`src/rtl/mem_arbiter.sv`:
```
// rtl/mem_arbiter.sv - IF/MEM arbiter for the shared single-port memory
// Data port has priority; a starvation counter forces a fetch grant after STARVE_MAX data wins.
module mem_arbiter #(
    parameter int MEM_LAT    = 1,
    parameter int STARVE_MAX = 4
) (
    input  logic        clock_me,
    input  logic        resetn,
    input  logic        if_req,
    input  logic [31:0] if_addr,
    output logic        if_ready,
    output logic        if_rvalid,
    output logic [31:0] if_rdata,
    output logic        if_err,
    input  logic        dm_req,
    input  logic        dm_we,
    input  logic [31:0] dm_addr,
    input  logic [31:0] dm_wdata,
    output logic        dm_ready,
    output logic        dm_rvalid,
    output logic [31:0] dm_rdata,
    output logic        dm_err,
    output logic [31:0] mem_pc,
    output logic [31:0] mem_in,
    output logic        mem_wmem,
    input  logic [31:0] mem_out,
    output logic        busy
);
    typedef enum logic [1:0] {S_IDLE, S_ACCESS, S_RESP} state_t;

    localparam logic [7:0] SMAX   = 8'(STARVE_MAX);
    localparam logic [3:0] LAT_M1 = 4'(MEM_LAT - 1);

    state_t      r_state;
    logic [31:0] r_addr;
    logic [31:0] r_wdata;
    logic        r_we;
    logic        r_win_dm;
    logic [3:0]  r_cnt;
    logic [7:0]  r_starve;
    logic [31:0] r_if_rdata;
    logic        r_if_err;
    logic [31:0] r_dm_rdata;
    logic        r_dm_err;

    logic        w_accept_ok;
    logic        w_force_if;
    logic        w_pick_if;
    logic        w_pick_dm;
    logic        w_grant;
    logic [31:0] w_sel_addr;
    logic        w_last;

    assign w_accept_ok = (r_state == S_IDLE) || (r_state == S_RESP);
    assign w_force_if  = (SMAX != 8'd0) && (r_starve == SMAX);
    assign w_pick_if   = if_req && (!dm_req || w_force_if);
    assign w_pick_dm   = dm_req && !w_pick_if;
    assign w_grant     = w_accept_ok && (w_pick_if || w_pick_dm);
    assign w_sel_addr  = w_pick_if ? if_addr : dm_addr;
    assign w_last      = (r_state == S_ACCESS) && (r_cnt == 4'd0);

    always_ff @(posedge clock_me or negedge resetn) begin
        if (!resetn) begin
            r_state    <= S_IDLE;
            r_addr     <= 32'd0;
            r_wdata    <= 32'd0;
            r_we       <= 1'b0;
            r_win_dm   <= 1'b0;
            r_cnt      <= 4'd0;
            r_starve   <= 8'd0;
            r_if_rdata <= 32'd0;
            r_if_err   <= 1'b0;
            r_dm_rdata <= 32'd0;
            r_dm_err   <= 1'b0;
        end else begin
            case (r_state)
                S_IDLE, S_RESP: begin
                    if (w_grant) begin
                        r_addr   <= w_sel_addr;
                        r_we     <= w_pick_dm && dm_we;
                        r_wdata  <= w_pick_dm ? dm_wdata : 32'd0;
                        r_win_dm <= w_pick_dm;
                        // Count data wins only while fetch is actually waiting
                        if (w_pick_dm && if_req) begin
                            if (r_starve != SMAX)
                                r_starve <= r_starve + 8'd1;
                        end else begin
                            r_starve <= 8'd0;
                        end
                        if (w_sel_addr[1:0] != 2'b00) begin
                            r_state <= S_RESP;
                            if (w_pick_dm) begin
                                r_dm_rdata <= 32'd0;
                                r_dm_err   <= 1'b1;
                            end else begin
                                r_if_rdata <= 32'd0;
                                r_if_err   <= 1'b1;
                            end
                        end else begin
                            r_state <= S_ACCESS;
                            r_cnt   <= LAT_M1;
                        end
                    end else begin
                        r_state <= S_IDLE;
                    end
                end
                S_ACCESS: begin
                    if (r_cnt == 4'd0) begin
                        r_state <= S_RESP;
                        if (r_win_dm) begin
                            r_dm_rdata <= r_we ? 32'd0 : mem_out;
                            r_dm_err   <= 1'b0;
                        end else begin
                            r_if_rdata <= mem_out;
                            r_if_err   <= 1'b0;
                        end
                    end else begin
                        r_cnt <= r_cnt - 4'd1;
                    end
                end
                default: r_state <= S_IDLE;
            endcase
        end
    end

    assign if_ready  = w_accept_ok && w_pick_if;
    assign dm_ready  = w_accept_ok && w_pick_dm;
    assign if_rvalid = (r_state == S_RESP) && !r_win_dm;
    assign dm_rvalid = (r_state == S_RESP) && r_win_dm;
    assign if_rdata  = r_if_rdata;
    assign if_err    = r_if_err;
    assign dm_rdata  = r_dm_rdata;
    assign dm_err    = r_dm_err;
    assign busy      = (r_state == S_ACCESS);
    assign mem_pc    = busy ? r_addr : 32'd0;
    assign mem_in    = busy ? r_wdata : 32'd0;
    assign mem_wmem  = w_last && r_we;
endmodule

```
`config.mk`:
```
export PLATFORM = sky130hd
export DESIGN_NAME = mem_arbiter
export DESIGN_NICKNAME = d
export VERILOG_FILES = /design/src/rtl/mem_arbiter.sv
export SDC_FILE = /design/constraint.sdc
export NUM_CORES = 1
export LEC_CHECK = 0
export BUFFER_PORTS_ARGS = -buffer_cell sky130_fd_sc_hd__buf_2
export CAP_MARGIN = 20
export CORE_UTILIZATION = 53
export CTS_CLUSTER_SIZE = 40
export DETAILED_ROUTE_END_ITERATION = 7
export PLACE_DENSITY = 0.95
export REMOVE_ABC_BUFFERS = 1
export SETUP_SLACK_MARGIN = 0.3
export SYNTH_ARGS = -nofsm -noshare
export SYNTH_HDL_FRONTEND = slang
export SYNTH_SLANG_ARGS = --single-unit
```
`constraint.sdc`:
```
create_clock -name clock_me -period 5.9 [get_ports clock_me]
set_input_delay 1.18 -clock clock_me [delete_from_list [all_inputs] [get_ports clock_me]]
set_output_delay 1.18 -clock clock_me [all_outputs]
set_load 0.1 [all_outputs]
```
==> results <==
- The CTS sink count is 146.
- The number of gates given a new drive strength after cts is 0.
- The layout overhead on the synthesized area is 29.1%.
- The flow ran to the end, and the final reports show no timing, DRC or antenna violations.
- The length of the first detailed-routing pass in iterations is 5.
- The synthesized instance count is 713.
- Buffers inserted to repair hold after CTS numbered 0.
- The DRC violation total after the first TritonRoute iteration is roughly 560.
- The width of the chip is ~120 µm.
- The clock transition at the registers of the reported paths is 0.05 ns.
- about 270 I/O pins were placed.
- The standby leakage power is 4.73 nW.
- Buffers placed on the I/O ports in this run total 268.
- In the post-synthesis netlist, the biggest area contributors are sky130_fd_sc_hd__dfrtp_1, sky130_fd_sc_hd__nand2_1, sky130_fd_sc_hd__and2_1.
- The number of placement rows is 41.
- The max-slew violation total from the final report is 0.
- Of the post-synthesis cell area, the dominant cell type holds 0.521.
- The post-layout net count is 1097.
- In this run the clock root is driven by a sky130_fd_sc_hd__clkbuf_16.
- The repair_antennas step left the layout with diodes totalling 0.
- The count of unique library cells instantiated by Yosys is 47.
- The final weighted congestion in routability-driven placement is 0.916.
- The starting density of the core is 0.549.
- Sorting the synthesized cells by how often they occur yields sky130_fd_sc_hd__dfrtp_1, sky130_fd_sc_hd__nand2_1, sky130_fd_sc_hd__inv_1.
- After synthesis, the share of flip-flops with an asynchronous set or reset is 1.00.
- The HPWL reported at the end of detailed placement is 13.2 mm.
- In this run, synthesis inferred 0 flip-flops with an integrated enable.
- The die covers between 0.01 and 0.015 mm².
- The leading cell type by number of instances after synthesis is sky130_fd_sc_hd__dfrtp_1.
- During synthesis, Yosys emitted a total of 0 warnings.
- The maximum vdd drop is 0.000313 V.
- Of the synthesized area, sequential elements account for 0.521.
- The final routed wirelength across all metal layers is between 15 and 20 mm.
- Adding up every negative setup slack in the final design gives 0 ns.
- The clock reaches the later pin of the worst-skew pair after approximately 0.43 ns.
- Data arrives at the worst endpoint at 3.16 ns.
- The post-synthesis area per instance is 9.83 µm².
- The die is 117 µm tall.
- The floorplan core area is 0.0128 mm².
- The post-synthesis register bit count is 146.
- The class of the most critical setup path is input port to output pin.
- The finished cells cover around 0.009 mm².
- For the pin with the worst max-slew slack, the measured transition is ~0.93 ns.
- After detailed routing, the number of vias per cell comes to approximately 5.5.
- The required time of the critical path is 4.72 ns.
- The path type of the worst min-delay path is register to register.
- For this run, the top clock speed supported by timing is between 0.2 and 0.25 GHz.
- Along the worst path, the maximum fanout reaches 35.
- In this run the deepest clock path goes through 2 buffers.
- The placed cell area is roughly 0.0085 mm².
- Max-cap violations in this run came to 0.
- The number of clock buffers inserted by TritonCTS is 17.
- The element type at the critical path end is an output pin.
- The share of the cycle needed by the critical path after routing is 0.735.
- The share of post-route cells with drive strength above 1 is 0.333.
- For this run, the total global-route usage over all layers was measured as 0.283.
- The worst relative slew slack is 0.380.
- The worst setup path is launched from an input port.
- The shortest period the worst path allows is 4.34 ns.
- Setup repair after global routing left no endpoint under its margin.
- The number of global-route vias before repair came to 5855.
- The biggest area consumer among synthesized cells is sky130_fd_sc_hd__dfrtp_1.
- For this run, design rule violations remaining after detail routing come to 0.
- The CTS H-tree depth is 4.
- The final count of negative-setup-slack endpoints is 0.
- The overall via count from detail_route is 6353.
- The number of nets with antenna violations after detailed routing is 0.
- On the final layout, the worst clock skew is 0.0141 ns.
- Summed over all layers, the global routing overflow is 0.
- The mapped netlist covers 0.00701 mm².
- The final-report hold violation count is 0.
- The main flop type after synthesis is sky130_fd_sc_hd__dfrtp_1.
- Entering global routing, the biggest net connects 105 pins.
- The clock tree from TritonCTS is yes.
- The power density over cell area is around 630 mW/mm².
- The first global-routing pass estimated 29.1 mm of wire.
- The final core area utilization is 0.708.
- The post-CTS setup-driven buffer insertion count is 0.
- In the final routed layout, each cell accounts on average for around 17 µm.
- The number of antenna violations at the first check in global routing is 0.
[state kept, by name, summed over array words and instances, names as in the netlist, 2 cells and up]
| register | flops |
|---|---|
| dm_rdata | 32 |
| r_cnt | 4 |
| r_starve | 8 |
| if_rdata | 32 |
| r_state | 2 |
| r_wdata | 32 |
| r_addr | 32 |
[layout make-up]
cell class | count | area (µm²)
Inverter | 74 | 278
Clock inverter | 14 | 129
Sequential cell | 146 | 3650
Fill cell | 893 | 3730
Timing Repair Buffer | 279 | 1430
Tap cell | 172 | 215
Clock buffer | 18 | 439
Multi-Input combinational cell | 442 | 2900
[power breakdown]
part	leakage [nW]	switching [mW]	internal (mW)
Clock	0.279	0.436	0.596
Sequential	1.87	0.257	1.34
Combinational	2.58	2.56	0.522
Total	4.73	3.26	2.46
[critical path, stage by stage]
cell	delay, ns
sky130_fd_sc_hd__buf_2	0.15
sky130_fd_sc_hd__or4b_4	0.51
sky130_fd_sc_hd__o21ai_4	0.13
sky130_fd_sc_hd__buf_4	0.38
sky130_fd_sc_hd__inv_2	0.36
sky130_fd_sc_hd__buf_2	0.40
[cell families after synthesis]
family          count (synthesis)  synth area share
buf+inv                       125            0.0702
xor+xnor                        1           0.00125
mux                            34            0.0487
fa+ha+maj                       4           0.00714
flops                         146             0.521
compound gates                192             0.201
simple gates                  211             0.151
[layer usage]
layer | track usage | part of all wire | up-vias
li1 | - | - | 2984
met1 | 0.349 | 0.40 | 3051
met2 | 0.469 | 0.50 | 268
met3 | 0.0680 | 0.062 | 50
met4 | 0.140 | 0.035 | 0
met5 | 0 | 0 | -
[layout by cell type (no fill, tap or decap), types with 4 or more instances in the layout]
master                      instances
sky130_fd_sc_hd__a22o_1            39
sky130_fd_sc_hd__a32oi_1           32
sky130_fd_sc_hd__and2_1            64
sky130_fd_sc_hd__and3_1             4
sky130_fd_sc_hd__buf_2            267
sky130_fd_sc_hd__buf_4             11
sky130_fd_sc_hd__clkbuf_16         17
sky130_fd_sc_hd__clkinv_2           4
sky130_fd_sc_hd__dfrtp_1          146
sky130_fd_sc_hd__ha_1               4
sky130_fd_sc_hd__inv_1             72
sky130_fd_sc_hd__inv_6              4
sky130_fd_sc_hd__mux2i_1           33
sky130_fd_sc_hd__nand2_1          107
sky130_fd_sc_hd__nand3_1            5
sky130_fd_sc_hd__nor2_1            10
sky130_fd_sc_hd__nor2b_1            4
sky130_fd_sc_hd__o21ai_0           38
sky130_fd_sc_hd__o21ai_1           35
sky130_fd_sc_hd__o221ai_1          32
[path summary, 6_finish.rpt]
| kind | start | to | slack, ns | depth (start not counted) |
|---|---|---|---|---|
| setup / recovery | if_req | dm_ready | 1.56 | 6 |
| setup reg to reg | r_state[0] | if_rdata[13] | 2.83 | 7 |
| hold reg to reg | r_addr[23] | r_addr[23] | 0.48 | 2 |
| min in group asynchronous | resetn | if_rdata[16] | 0.87 | 1 |
| max in group asynchronous | resetn | r_addr[31] | 3.92 | 2 |
| hold / removal | r_addr[23] | r_addr[23] | 0.48 | 2 |
[per-stage QoR]
stage | power (mW) | setup WS (ns) | hold slack [ns] | std cells
5_1_grt | 5.95 | 1.44 | 0.500 | 1145
3_3_place_gp | 4.62 | 1.65 | 0.458 | 1113
2_1_floorplan | 4.10 | -0.644 | 0.442 | 662
4_1_cts | 5.73 | 1.62 | 0.480 | 1145
6_report | 5.72 | 1.56 | 0.475 | 1145
3_5_place_dp | 4.69 | 1.63 | 0.467 | 1113
(Power assumes the default switching activity.)
